[config.mk]
export PLATFORM = sky130hd
export DESIGN_NAME = fifo_sync_param
export DESIGN_NICKNAME = d
export VERILOG_FILES = /design/src/rtl/fifo_sync_param_pkg.sv /design/src/rtl/fifo_sync_param_ram.sv /design/src/rtl/fifo_sync_param.sv
export SDC_FILE = /design/constraint.sdc
export NUM_CORES = 1
export LEC_CHECK = 0
export CORE_MARGIN = 1.5
export CORE_UTILIZATION = 56
export CTS_BUF_LIST = sky130_fd_sc_hd__clkbuf_8
export CTS_CLUSTER_SIZE = 40
export DETAILED_ROUTE_END_ITERATION = 10
export PLACE_DENSITY_LB_ADDON = 0.15
export SLEW_MARGIN = 20
export SYNTH_ARGS = -nofsm -noshare
export SYNTH_HDL_FRONTEND = slang
export SYNTH_SLANG_ARGS = --single-unit
[constraint.sdc]
create_clock -name clk -period 3.7 [get_ports clk]
set_input_delay 0.37 -clock clk [delete_from_list [all_inputs] [get_ports clk]]
set_output_delay 0.37 -clock clk [all_outputs]
set_load 0.01 [all_outputs]
[src/rtl/fifo_sync_param_pkg.sv]
// Shared FIFO helpers: width derivation and the status-flag bundle.
package fifo_sync_param_pkg;

  // Ceiling log2 usable in constant expressions; clog2(1) == 0.
  function automatic int unsigned clog2(input int unsigned value);
    int unsigned v;
    int unsigned r;
    v = (value > 0) ? value - 1 : 0;
    r = 0;
    while (v > 0) begin
      r = r + 1;
      v = v >> 1;
    end
    return r;
  endfunction

  // Pointer width for a power-of-two depth; never narrower than one bit.
  function automatic int unsigned ptr_width(input int unsigned depth);
    return (clog2(depth) > 0) ? clog2(depth) : 1;
  endfunction

  // Occupancy counter needs one extra bit to represent the full state.
  function automatic int unsigned cnt_width(input int unsigned depth);
    return clog2(depth) + 1;
  endfunction

  // Occupancy-derived status flags.
  typedef struct packed {
    logic full;
    logic empty;
    logic almost_full;
    logic almost_empty;
  } fifo_flags_t;

endpackage

[src/rtl/fifo_sync_param_ram.sv]
// Simple dual-port RAM: synchronous write port, registered read port with
// read enable. Read register has a synchronous reset so the FIFO output
// comes up as zero.
module fifo_sdp_ram #(
  parameter int unsigned DATA_W = 8,
  parameter int unsigned DEPTH  = 64,
  parameter int unsigned ADDR_W = 6
) (
  input  logic              clk_i,
  input  logic              rst_i,
  input  logic              we_i,
  input  logic [ADDR_W-1:0] waddr_i,
  input  logic [DATA_W-1:0] wdata_i,
  input  logic              re_i,
  input  logic [ADDR_W-1:0] raddr_i,
  output logic [DATA_W-1:0] rdata_o
);

  logic [DATA_W-1:0] mem_q [DEPTH];
  logic [DATA_W-1:0] rdata_q;

  // Write port; storage is intentionally not reset.
  always_ff @(posedge clk_i) begin
    if (we_i) begin
      mem_q[waddr_i] <= wdata_i;
    end
  end

  // Registered read port; holds its value when not enabled.
  always_ff @(posedge clk_i) begin
    if (rst_i) begin
      rdata_q <= '0;
    end else if (re_i) begin
      rdata_q <= mem_q[raddr_i];
    end
  end

  assign rdata_o = rdata_q;

endmodule

[src/rtl/fifo_sync_param.sv]
// Parametrised single-clock FIFO: pointers, occupancy counter, flag decode
// and overflow/underflow pulses around a simple dual-port RAM.
module fifo_sync_param
  import fifo_sync_param_pkg::*;
#(
  parameter  int unsigned DATA_W   = 8,
  parameter  int unsigned DEPTH    = 64,
  parameter  int unsigned AF_LEVEL = DEPTH - 4,
  parameter  int unsigned AE_LEVEL = 4,
  localparam int unsigned PTR_W    = ptr_width(DEPTH),
  localparam int unsigned CNT_W    = cnt_width(DEPTH)
) (
  input  logic              clk,
  input  logic              rst,
  input  logic              wr_en,
  input  logic [DATA_W-1:0] buf_in,
  input  logic              rd_en,
  output logic [DATA_W-1:0] buf_out,
  output logic              rd_vld,
  output logic              buf_full,
  output logic              buf_empty,
  output logic              almost_full,
  output logic              almost_empty,
  output logic              overflow,
  output logic              underflow,
  output logic [CNT_W-1:0]  fifo_counter
);

  logic [PTR_W-1:0] wr_ptr_q, wr_ptr_d;
  logic [PTR_W-1:0] rd_ptr_q, rd_ptr_d;
  logic [CNT_W-1:0] cnt_q, cnt_d;
  logic             rd_vld_q, rd_vld_d;
  logic             ovf_q, ovf_d;
  logic             unf_q, unf_d;
  fifo_flags_t      flags;
  logic             wr_acc, rd_acc;

  // Flag decode from the registered counter only, so flags are glitch-free.
  always_comb begin
    flags              = '0;
    flags.full         = (cnt_q == CNT_W'(DEPTH));
    flags.empty        = (cnt_q == '0);
    flags.almost_full  = (cnt_q >= CNT_W'(AF_LEVEL));
    flags.almost_empty = (cnt_q <= CNT_W'(AE_LEVEL));
  end

  // Accept decisions use pre-edge flags; a cycle with reset high accepts nothing.
  always_comb begin
    wr_acc = wr_en & ~flags.full  & ~rst;
    rd_acc = rd_en & ~flags.empty & ~rst;
  end

  // Next-state for pointers, counter, read-valid and error pulses.
  always_comb begin
    wr_ptr_d = wr_ptr_q;
    rd_ptr_d = rd_ptr_q;
    cnt_d    = cnt_q;
    rd_vld_d = rd_acc;
    ovf_d    = wr_en & flags.full;
    unf_d    = rd_en & flags.empty;
    if (wr_acc) begin
      wr_ptr_d = wr_ptr_q + PTR_W'(1);
    end
    if (rd_acc) begin
      rd_ptr_d = rd_ptr_q + PTR_W'(1);
    end
    case ({wr_acc, rd_acc})
      2'b10:   cnt_d = cnt_q + CNT_W'(1);
      2'b01:   cnt_d = cnt_q - CNT_W'(1);
      default: cnt_d = cnt_q;
    endcase
  end

  // State registers with synchronous reset.
  always_ff @(posedge clk) begin
    if (rst) begin
      wr_ptr_q <= '0;
      rd_ptr_q <= '0;
      cnt_q    <= '0;
      rd_vld_q <= 1'b0;
      ovf_q    <= 1'b0;
      unf_q    <= 1'b0;
    end else begin
      wr_ptr_q <= wr_ptr_d;
      rd_ptr_q <= rd_ptr_d;
      cnt_q    <= cnt_d;
      rd_vld_q <= rd_vld_d;
      ovf_q    <= ovf_d;
      unf_q    <= unf_d;
    end
  end

  fifo_sdp_ram #(
    .DATA_W (DATA_W),
    .DEPTH  (DEPTH),
    .ADDR_W (PTR_W)
  ) u_ram (
    .clk_i   (clk),
    .rst_i   (rst),
    .we_i    (wr_acc),
    .waddr_i (wr_ptr_q),
    .wdata_i (buf_in),
    .re_i    (rd_acc),
    .raddr_i (rd_ptr_q),
    .rdata_o (buf_out)
  );

  assign rd_vld       = rd_vld_q;
  assign overflow     = ovf_q;
  assign underflow    = unf_q;
  assign fifo_counter = cnt_q;
  assign buf_full     = flags.full;
  assign buf_empty    = flags.empty;
  assign almost_full  = flags.almost_full;
  assign almost_empty = flags.almost_empty;

endmodule
## After elaboration in Yosys (flattened, before gate mapping)

Memory sizes are Yosys's and may differ from the RTL's. A register that Yosys moved wholly into a read port is not among the register bits.
Cells that the tools add are included.

| storage, ports and cells | value |
|---|---|
| register bits after elaboration | 22 |
| memory bits (writable) | 512 |
| input bits | 12 |
| output and inout port bits | 22 |
| memories kept | 1 |

Memories:

| memory | depth | width | read ports | clocked after Yosys merged registers in | write ports | RTL line | RTL |
|---|---|---|---|---|---|---|---|
| u_ram.mem_q | 64 | 8 | 1 | 1 | 1 | fifo_sync_param_ram.sv:19 | `logic [DATA_W-1:0] mem_q [DEPTH];` |

| operators by class | value |
|---|---|
| add/sub/neg operators | 4 |
| magnitude comparators | 2 |
| eq/ne operators | 3 |
| multiplexer cells | 3 |
| bitwise operators | 9 |
| reduce and logical (&&, ||, !) cells | 2 |

Operator list:

| operator | count |
|---|---|
| 7-bit one-hot mux with 2 select lines | 1 |
| 6-bit by 1-bit adder with 6-bit output (second input constant) | 2 |
| 7-bit by 1-bit adder with 7-bit output (second input constant) | 1 |
| 7-bit equality test (second input constant) | 1 |
| 7-bit by 6-bit >= comparator with 1-bit output (second input constant) | 1 |
| 7-bit by 3-bit less-or-equal comparator with 1-bit output (second input constant) | 1 |
| 7-bit zero test | 1 |
| 7-bit by 1-bit subtractor with 7-bit output (second input constant) | 1 |
| 1-bit bitwise AND | 6 |
| 1-bit NOT | 3 |
| 2-bit by 1-bit equality test with 1-bit output (second input constant) | 1 |
| 2-bit equality test (second input constant) | 1 |
| 1-bit 2-to-1 mux | 2 |
| 2-bit nonzero test | 1 |

## Logic depth before layout (Yosys ltp)

Gate-level depths: netlist (run 1).

| logic depth | value |
|---|---|
| word-level depth | 6 |
| mapped depth | 12 |
| gate-level depth less buffers | 12 |

## By module

Synthesis (run 1) repeated with hierarchy kept, for this count alone.

| unflattened totals | value |
|---|---|
| cells, all modules | 1,180 |
| area total of the unflattened synthesis | 21,436.8 um^2 |

Modules (own cells, without submodules):

| module | instances | cells an instance | area each (um^2) |
|---|---|---|---|
| fifo_sdp_ram | 1 | 1,039 | 20,188.1 |
| fifo_sync_param | 1 | 141 | 1,248.7 |

## Least setup slack after synthesis (run 1)

Ideal clock, no wire load.

| timing path | value |
|---|---|
| kind | reg2reg |
| from | reg cnt_q[0] (netlist: fifo_counter[0]) |
| to | reg cnt_q[6] (netlist: fifo_counter[6]) |
| arrival | 2.952 ns |
| slack | 0.628 ns |
| stages on the path, launching flop included | 12 |
| path buffers | 0 |
| clock period less this slack | 3.072 ns |
| cell sequence | dfxtp_1 > nor4_4 > a31oi_2 > inv_1 > ha_1 > ha_1 > nor2b_1 > o21ai_0 > a21boi_0 > or4_1 > nand3_1 > mux2_2 |

| between the ends | value |
|---|---|
| cells in the longest elaborated chain, start to end | 6 |
| elaborated cells between the ends (all ways) | 14 |
| those cells by class | add/sub: 2; eq/ne: 3; mux: 1; bitwise: 6; reduce/logical: 2 |

Ends and longest elaborated chain:

| item | RTL line | RTL |
|---|---|---|
| from (decl) | fifo_sync_param.sv:31 | `logic [CNT_W-1:0] cnt_q, cnt_d;` |
| from (signal assigned) | fifo_sync_param.sv:86 | `cnt_q <= cnt_d;` |
| 7-bit equality test / 7-bit zero test (equally long branches) | fifo_sync_param.sv:41, fifo_sync_param.sv:42 |  |
| 1-bit NOT (on tied branches) | fifo_sync_param.sv:49, fifo_sync_param.sv:50 |  |
| 1-bit bitwise AND (on tied branches) (2 in a row) | fifo_sync_param.sv:49, fifo_sync_param.sv:50 |  |
| 2-bit by 1-bit equality test with 1-bit output / 2-bit equality test (equally long branches) | fifo_sync_param.sv:67 | `case ({wr_acc, rd_acc})` |
| 7-bit one-hot mux with 2 select lines / 2-bit nonzero test (equally long branches) | n/a |  |

Parallel ways exist; a longest one is shown, timed or not.
A chain may end at the register's enable or synchronous reset.

## Worst setup path in the final report (run 1)

Ends and elaborated chain as after synthesis.

==> impl_metrics.env, run 1 <==
export IMPL_worstMarginPinSlew_ns=1.08
export IMPL_start_kind="flip-flop"
export IMPL_cts_resized=0
export IMPL_drtPass1Iterations=5
export IMPL_holdBufCountCts=0
export IMPL_setup_violations=0
export IMPL_path_class="flip-flop to flip-flop"
export IMPL_area_growth_pct=14.0
export IMPL_nets=1248
export IMPL_switching_share_pct=23.1
export IMPL_clock_skew_ns=0.0216
export IMPL_multi_input_area_um2=4970
export IMPL_core_area_um2=37600
export IMPL_grt_pass1_vias=10722
export IMPL_start_util_pct=56.7
export IMPL_grt_antenna_before_repair=0
export IMPL_vdd_ir_drop_max_mv=0.320
export IMPL_hp_class="primary input to flip-flop"
export IMPL_synth_cells=1072
export IMPL_total_power_mw=12.8
export IMPL_drv_cap=0
export IMPL_fill_cells=2589
export IMPL_synth_area_um2=21300
export IMPL_gp_congestion=0.847
export IMPL_total_leakage_power_nw=7.70
export IMPL_post_cts_buffers=0
export IMPL_drtIter0Drc=954
export IMPL_p_comb_share_pct=9.3
export IMPL_diodes=0
export IMPL_synth_edf_count=512
export IMPL_clk_pin_slew_ns=0.06
export IMPL_place_port_buffers=33
export IMPL_wl_per_cell_um=25.1
export IMPL_syn_nets=1093
export IMPL_rsz0062_at_grt="no"
export IMPL_min_period_over_period_pct=86.5
export IMPL_max_freq_mhz=312
export IMPL_ys_seq_elements=542
export IMPL_ys_seq_area_share_pct=75.0
export IMPL_placed_cell_area_um2=22700
export IMPL_h_tree_depth=3
export IMPL_critPathRequiredTime_ns=4.22
export IMPL_switching_power_mw=2.95
export IMPL_track_usage_pct=24.3
export IMPL_synthArstFlopShare_pct=0
export IMPL_p_clk_share_pct=37.3
export IMPL_clockRootBuffer="clkbuf_8"
export IMPL_relSlewSlack_pct=27.6
export IMPL_yosysWarnings=0
export IMPL_final_hold_viol_count=0
export IMPL_seq_power_share_pct=53.4
export IMPL_grt_ovfl_total=0
export IMPL_cellPowerDensity_nw_per_um2=527
export IMPL_final_cell_mix="512 x edfxtp_1, 121 x mux4_2, 93 x clkbuf_8"
export IMPL_io_pins=34
export IMPL_dp_hpwl_um=28000
export IMPL_placementRows=71
export IMPL_clockBufferDepth=3
export IMPL_vias=10608
export IMPL_drc=0
export IMPL_synth_ff_type="edfxtp_1"
export IMPL_grt_pass1_wl_um=67900
export IMPL_worst_skew_pair_late_latency_ns=0.64
export IMPL_syn_area_per_cell_um2=19.9
export IMPL_crit_path_end_kind="flip-flop"
export IMPL_synth_cell_types=52
export IMPL_grt_max_degree=65
export IMPL_final_common_cell="edfxtp_1"
export IMPL_regArea_um2=16000
export IMPL_die_area_um2=39200
export IMPL_tritoncts="yes"
export IMPL_drive_above_1_share_pct=26.7
export IMPL_cts_made_buffers=85
export IMPL_status="finished, final reports clean"
export IMPL_cts_sinks=542
export IMPL_design_area_um2=24300
export IMPL_min_period_ns=3.20
export IMPL_vias_per_cell=5.86
export IMPL_ant_nets=0
export IMPL_fin_tns_setup_ns=0
export IMPL_dieWidth_um=198
export IMPL_path_max_fanout=6
export IMPL_arrival_ns=3.72
export IMPL_die_height_um=198
export IMPL_routed_wl_um=45500
export IMPL_timing_max_transition_violations_final=0
export IMPL_internal_power_mw=9.86
## kinds of logic (layout without fill, tap and decap cells)
group | after synthesis | count (layout) | share of synthesized area, %
and+or+nand+nor | 177 | 177 | 3.76
buffers and inverters | 62 | 288 | 1.71
adders and majority gates | 9 | 9 | 0.564
DFF | 542 | 542 | 75.0
muxes | 181 | 181 | 15.6
AOI/OAI and AO/OA | 90 | 90 | 2.95
xor gates and xnor gates | 11 | 11 | 0.452
## power by group through the flow
stage               Combinational [mW]  Clock [mW]  Sequential [mW]
detailed placement                1.20           0             6.98
floorplan                        0.809           0             6.93
global placement                  1.19           0             6.98
CTS                               1.21        4.88             6.85
global route                      1.27        5.12             6.85
finish                            1.19        4.78             6.84
## final cells by class
cell class / count / share of cell area (%)
inverter: 7 / 0.108
sequential: 542 / 65.8
multi-input combinational: 468 / 20.5
clock inverter: 65 / 1.46
clock buffer: 93 / 5.27
timing repair buffer: 123 / 4.26
tap: 511 / 2.63
## cell usage after synthesis (2+ instances only)
library cell,count,area [µm²]
a211oi_1,3,22.5
a211oi_2,4,50.1
a21o_1,3,22.5
a21oi_1,23,115
a221oi_1,2,17.5
a22oi_1,8,60.1
a32oi_1,4,35.0
and3_1,2,12.5
buf_1,10,37.5
buf_12,2,40.0
buf_2,11,55.1
buf_4,7,52.6
buf_6,8,90.1
clkbuf_1,17,63.8
dfxtp_1,30,601
edfxtp_1,512,15400
ha_1,8,100
inv_1,7,26.3
mux2_2,2,22.5
mux2i_1,58,581
mux4_2,121,2730
nand2_1,31,116
nand2b_1,6,37.5
nand3_1,17,85.1
nand3b_1,3,22.5
nand4_1,3,18.8
nor2_1,92,345
nor2b_1,9,56.3
nor3_1,4,20.0
o211ai_1,2,15.0
o21ai_0,11,55.1
o21ai_1,5,25.0
o221ai_1,10,87.6
o22ai_1,7,43.8
or3_1,2,12.5
or3b_2,2,17.5
or4_1,2,15.0
xnor2_1,3,26.3
xor2_1,8,70.1
## metal layers
metal	share of wire [%]	up-vias	wire (µm)	track usage (%)
met2	50	339	22600	39.2
met1	43	5500	19400	34.3
met3	5.6	67	2540	4.41
met4	2.0	0	929	7.32
met5	0	-	0	0
li1	-	4702	-	-
## state kept, by name, indices dropped and copies added (netlist names)
register / cells
wr_ptr_q: 6
overflow: 1
rd_ptr_q: 6
u_ram.mem_q: 512
rd_vld: 1
underflow: 1
fifo_counter: 7
u_ram.rdata_o: 8
## through the flow
step	hold WS, ns	instances	worst slack, ns	util [%]
2_1_floorplan	0.469	1072	0.628	-
3_3_place_gp	0.531	1651	0.358	60.3
3_5_place_dp	0.531	1651	0.342	60.3
4_1_cts	0.209	1809	0.517	64.6
5_1_grt	0.243	1809	0.281	64.7
6_report	0.243	1809	0.500	64.7
## critical path, cell delays in order, from the launching register on
cell and delay (ns):
dfxtp_1 0.37, nor4_4 0.44, a31oi_2 0.16, inv_1 0.10, ha_1 0.24, ha_1 0.29
nor2b_1 0.16, o21ai_0 0.22, a21boi_0 0.19, or4_1 0.50, nand3_1 0.11, mux2_2 0.33
## final timing paths
check                                                    from                             to  slack [ns]  depth (start not counted)
worst min register to register  u_ram.rdata_o[2]$_SDFFE_PP0P_  u_ram.rdata_o[2]$_SDFFE_PP0P_        0.55                          1
worst min-delay path                                buf_in[3]   u_ram.mem_q[11][3]$_DFFE_PP_        0.24                          1
worst max register to register   fifo_counter[0]$_SDFFE_PP0P_   fifo_counter[6]$_SDFFE_PP0P_        0.50                         11
worst max-delay path             fifo_counter[0]$_SDFFE_PP0P_   fifo_counter[6]$_SDFFE_PP0P_        0.50                         11
Power figures use the tool's default switching activity.
==> inputs of run 2 (changes only) <==
- CAP_MARGIN: unset -> 25
==> run 2 against run 1 <==
Clock power down 5.4%; clock skew up 0.0097 ns; routed wire length about the same; via count about the same; largest power group unchanged; highest routed layer unchanged.
==> impl_metrics.env, run 2 (same netlist as run 1, synthesis figures left out) <==
export IMPL_status="finished, final reports clean"
export IMPL_min_period_over_period_pct=85.0
export IMPL_hold_end="u_ram.mem_q[9][7]$_DFFE_PP_"
export IMPL_worst_skew_pair_late_latency_ns=0.64
export IMPL_die_area_um2=39200
export IMPL_max_freq_mhz=318
export IMPL_path_class="flip-flop to flip-flop"
export IMPL_min_period_ns=3.14
export IMPL_routed_wl_um=45500
export IMPL_total_power_mw=12.6
export IMPL_whs_ns=0.211
export IMPL_final_cell_mix="512 x edfxtp_1, 121 x mux4_2, 92 x nor2_1"
export IMPL_place_ws_ns=0.372
export IMPL_cellPowerDensity_nw_per_um2=518
export IMPL_cts_resized=0
export IMPL_drtIter0Drc=1019
export IMPL_clock_skew_ns=0.0312
export IMPL_drc=0
export IMPL_grt_antenna_before_repair=0
export IMPL_critPathRequiredTime_ns=4.23
export IMPL_vias=10611
export IMPL_cp_slowest_stage_delay_ns=0.49
export IMPL_clockRootBuffer="clkbuf_8"
export IMPL_switching_share_pct=23.3
export IMPL_vdd_ir_drop_max_mv=0.372
export IMPL_worst_slack_ns=0.556
export IMPL_fin_tns_setup_ns=0
export IMPL_io_pins=34
export IMPL_min_delay_start="buf_in[7]"
export IMPL_hold_path_cell_count=1
export IMPL_placementRows=71
export IMPL_core_area_um2=37600
export IMPL_holdBufCountCts=0
export IMPL_start_util_pct=56.7
export IMPL_cp_common_cell="ha_1"
export IMPL_total_leakage_power_nw=7.67
export IMPL_die_height_um=198
export IMPL_fill_cells=2616
export IMPL_ant_nets=0
export IMPL_gp_congestion=0.847
export IMPL_cts_made_buffers=84
export IMPL_regArea_um2=16000
export IMPL_tritoncts="yes"
export IMPL_p_clk_share_pct=36.0
export IMPL_path_max_fanout=6
export IMPL_relSlewSlack_pct=36.4
export IMPL_grt_pass1_vias=10675
export IMPL_rr_startpoint="fifo_counter[0]$_SDFFE_PP0P_"
export IMPL_vias_per_cell=5.89
export IMPL_drive_above_1_share_pct=26.2
export IMPL_rrSetupSlack_ns=0.56
export IMPL_p_comb_share_pct=9.6
export IMPL_dieWidth_um=198
export IMPL_diodes=0
export IMPL_final_hold_viol_count=0
export IMPL_drtPass1Iterations=5
export IMPL_arrival_ns=3.67
export IMPL_crit_chain="nor4_4 -> a31oi_2 -> inv_1 -> ha_1 -> ha_1 -> nor2b_1 -> o21ai_0 -> a21boi_0 -> or4_1 -> nand3_1 -> mux2_2"
export IMPL_timing_max_transition_violations_final=0
export IMPL_place_port_buffers=33
export IMPL_crit_path_end_kind="flip-flop"
export IMPL_worstMarginPinSlew_ns=0.955
export IMPL_rsz0062_at_grt="no"
export IMPL_track_usage_pct=24.3
export IMPL_cts_sinks=542
export IMPL_multi_input_area_um2=4970
export IMPL_switching_power_mw=2.93
export IMPL_largest_reg_flops=512
export IMPL_internal_power_mw=9.64
export IMPL_clk_pin_slew_ns=0.06
export IMPL_seq_power_share_pct=54.5
export IMPL_setup_violations=0
export IMPL_hp_class="primary input to flip-flop"
export IMPL_post_cts_buffers=0
export IMPL_grt_pass1_wl_um=68200
export IMPL_slowest_stage="or4_1"
export IMPL_largest_register="u_ram.mem_q"
export IMPL_grt_ovfl_total=0
export IMPL_start_kind="flip-flop"
export IMPL_area_growth_pct=13.8
export IMPL_grt_max_degree=49
export IMPL_clockBufferDepth=3
export IMPL_dp_hpwl_um=28600
export IMPL_r2r_end="fifo_counter[6]$_SDFFE_PP0P_"
export IMPL_wl_per_cell_um=25.2
export IMPL_h_tree_depth=3
export IMPL_final_common_cell="edfxtp_1"
export IMPL_nets=1251
export IMPL_drv_cap=0
export IMPL_worstRegToRegCells=11
[run 2: critical path: cells and delay by family, from the launching register on]
kind	cells	cell delay, ns
AND/OR/NAND/NOR	4	1.19
adder cells (fa/ha/maj)	2	0.52
multiplexers	1	0.33
buffers and inverters	1	0.10
flip-flops	1	0.38
AO/OA/AOI/OAI	3	0.52
[run 2: metrics by stage]
stage	cell area (µm²)	std cells	util, %
floorplan	21300	1072	-
global placement	22700	1651	60.3
detailed placement	22700	1654	60.5
CTS	24200	1800	64.5
global route	24200	1801	64.5
finish	24200	1801	64.5
[run 2: worst max-delay path by stage]
stage                                             from                           end  slack [ns]  cells after the start
after detailed placement                           rst  fifo_counter[6]$_SDFFE_PP0P_        0.37                     12
after global placement                             rst  fifo_counter[6]$_SDFFE_PP0P_        0.36                     12
after floorplan           fifo_counter[0]$_SDFFE_PP0P_  fifo_counter[6]$_SDFFE_PP0P_        0.63                     11
final                     fifo_counter[0]$_SDFFE_PP0P_  fifo_counter[6]$_SDFFE_PP0P_        0.56                     11
after global routing      fifo_counter[0]$_SDFFE_PP0P_  fifo_counter[6]$_SDFFE_PP0P_        0.38                     11
after CTS                 fifo_counter[0]$_SDFFE_PP0P_  fifo_counter[6]$_SDFFE_PP0P_        0.57                     11
[run 2: layer usage]
layer  GRT usage (%)  routed length, µm  vias up
met3            4.14               2870       68
met2            39.5              22700      371
li1                -                  -     4710
met1            34.2              18900     5462
met4            7.52               1040        0
met5               0                  0        -
[run 2: area by class of cell]
cell class	count	area share (%)
clock inverters	57	1.18
inverters	7	0.108
clock buffers	89	5.05
multi-input cells	468	20.5
repair buffers	127	4.58
flip-flops and latches	542	65.9
well taps	511	2.64
[run 2: power by group through the flow]
stage	Combinational [mW]	Clock, mW	Sequential, mW
after global routing	1.29	4.87	6.85
after global placement	1.19	0	6.98
final	1.20	4.52	6.85
after floorplan	0.809	0	6.93
after detailed placement	1.21	0	6.98
after CTS	1.22	4.62	6.85
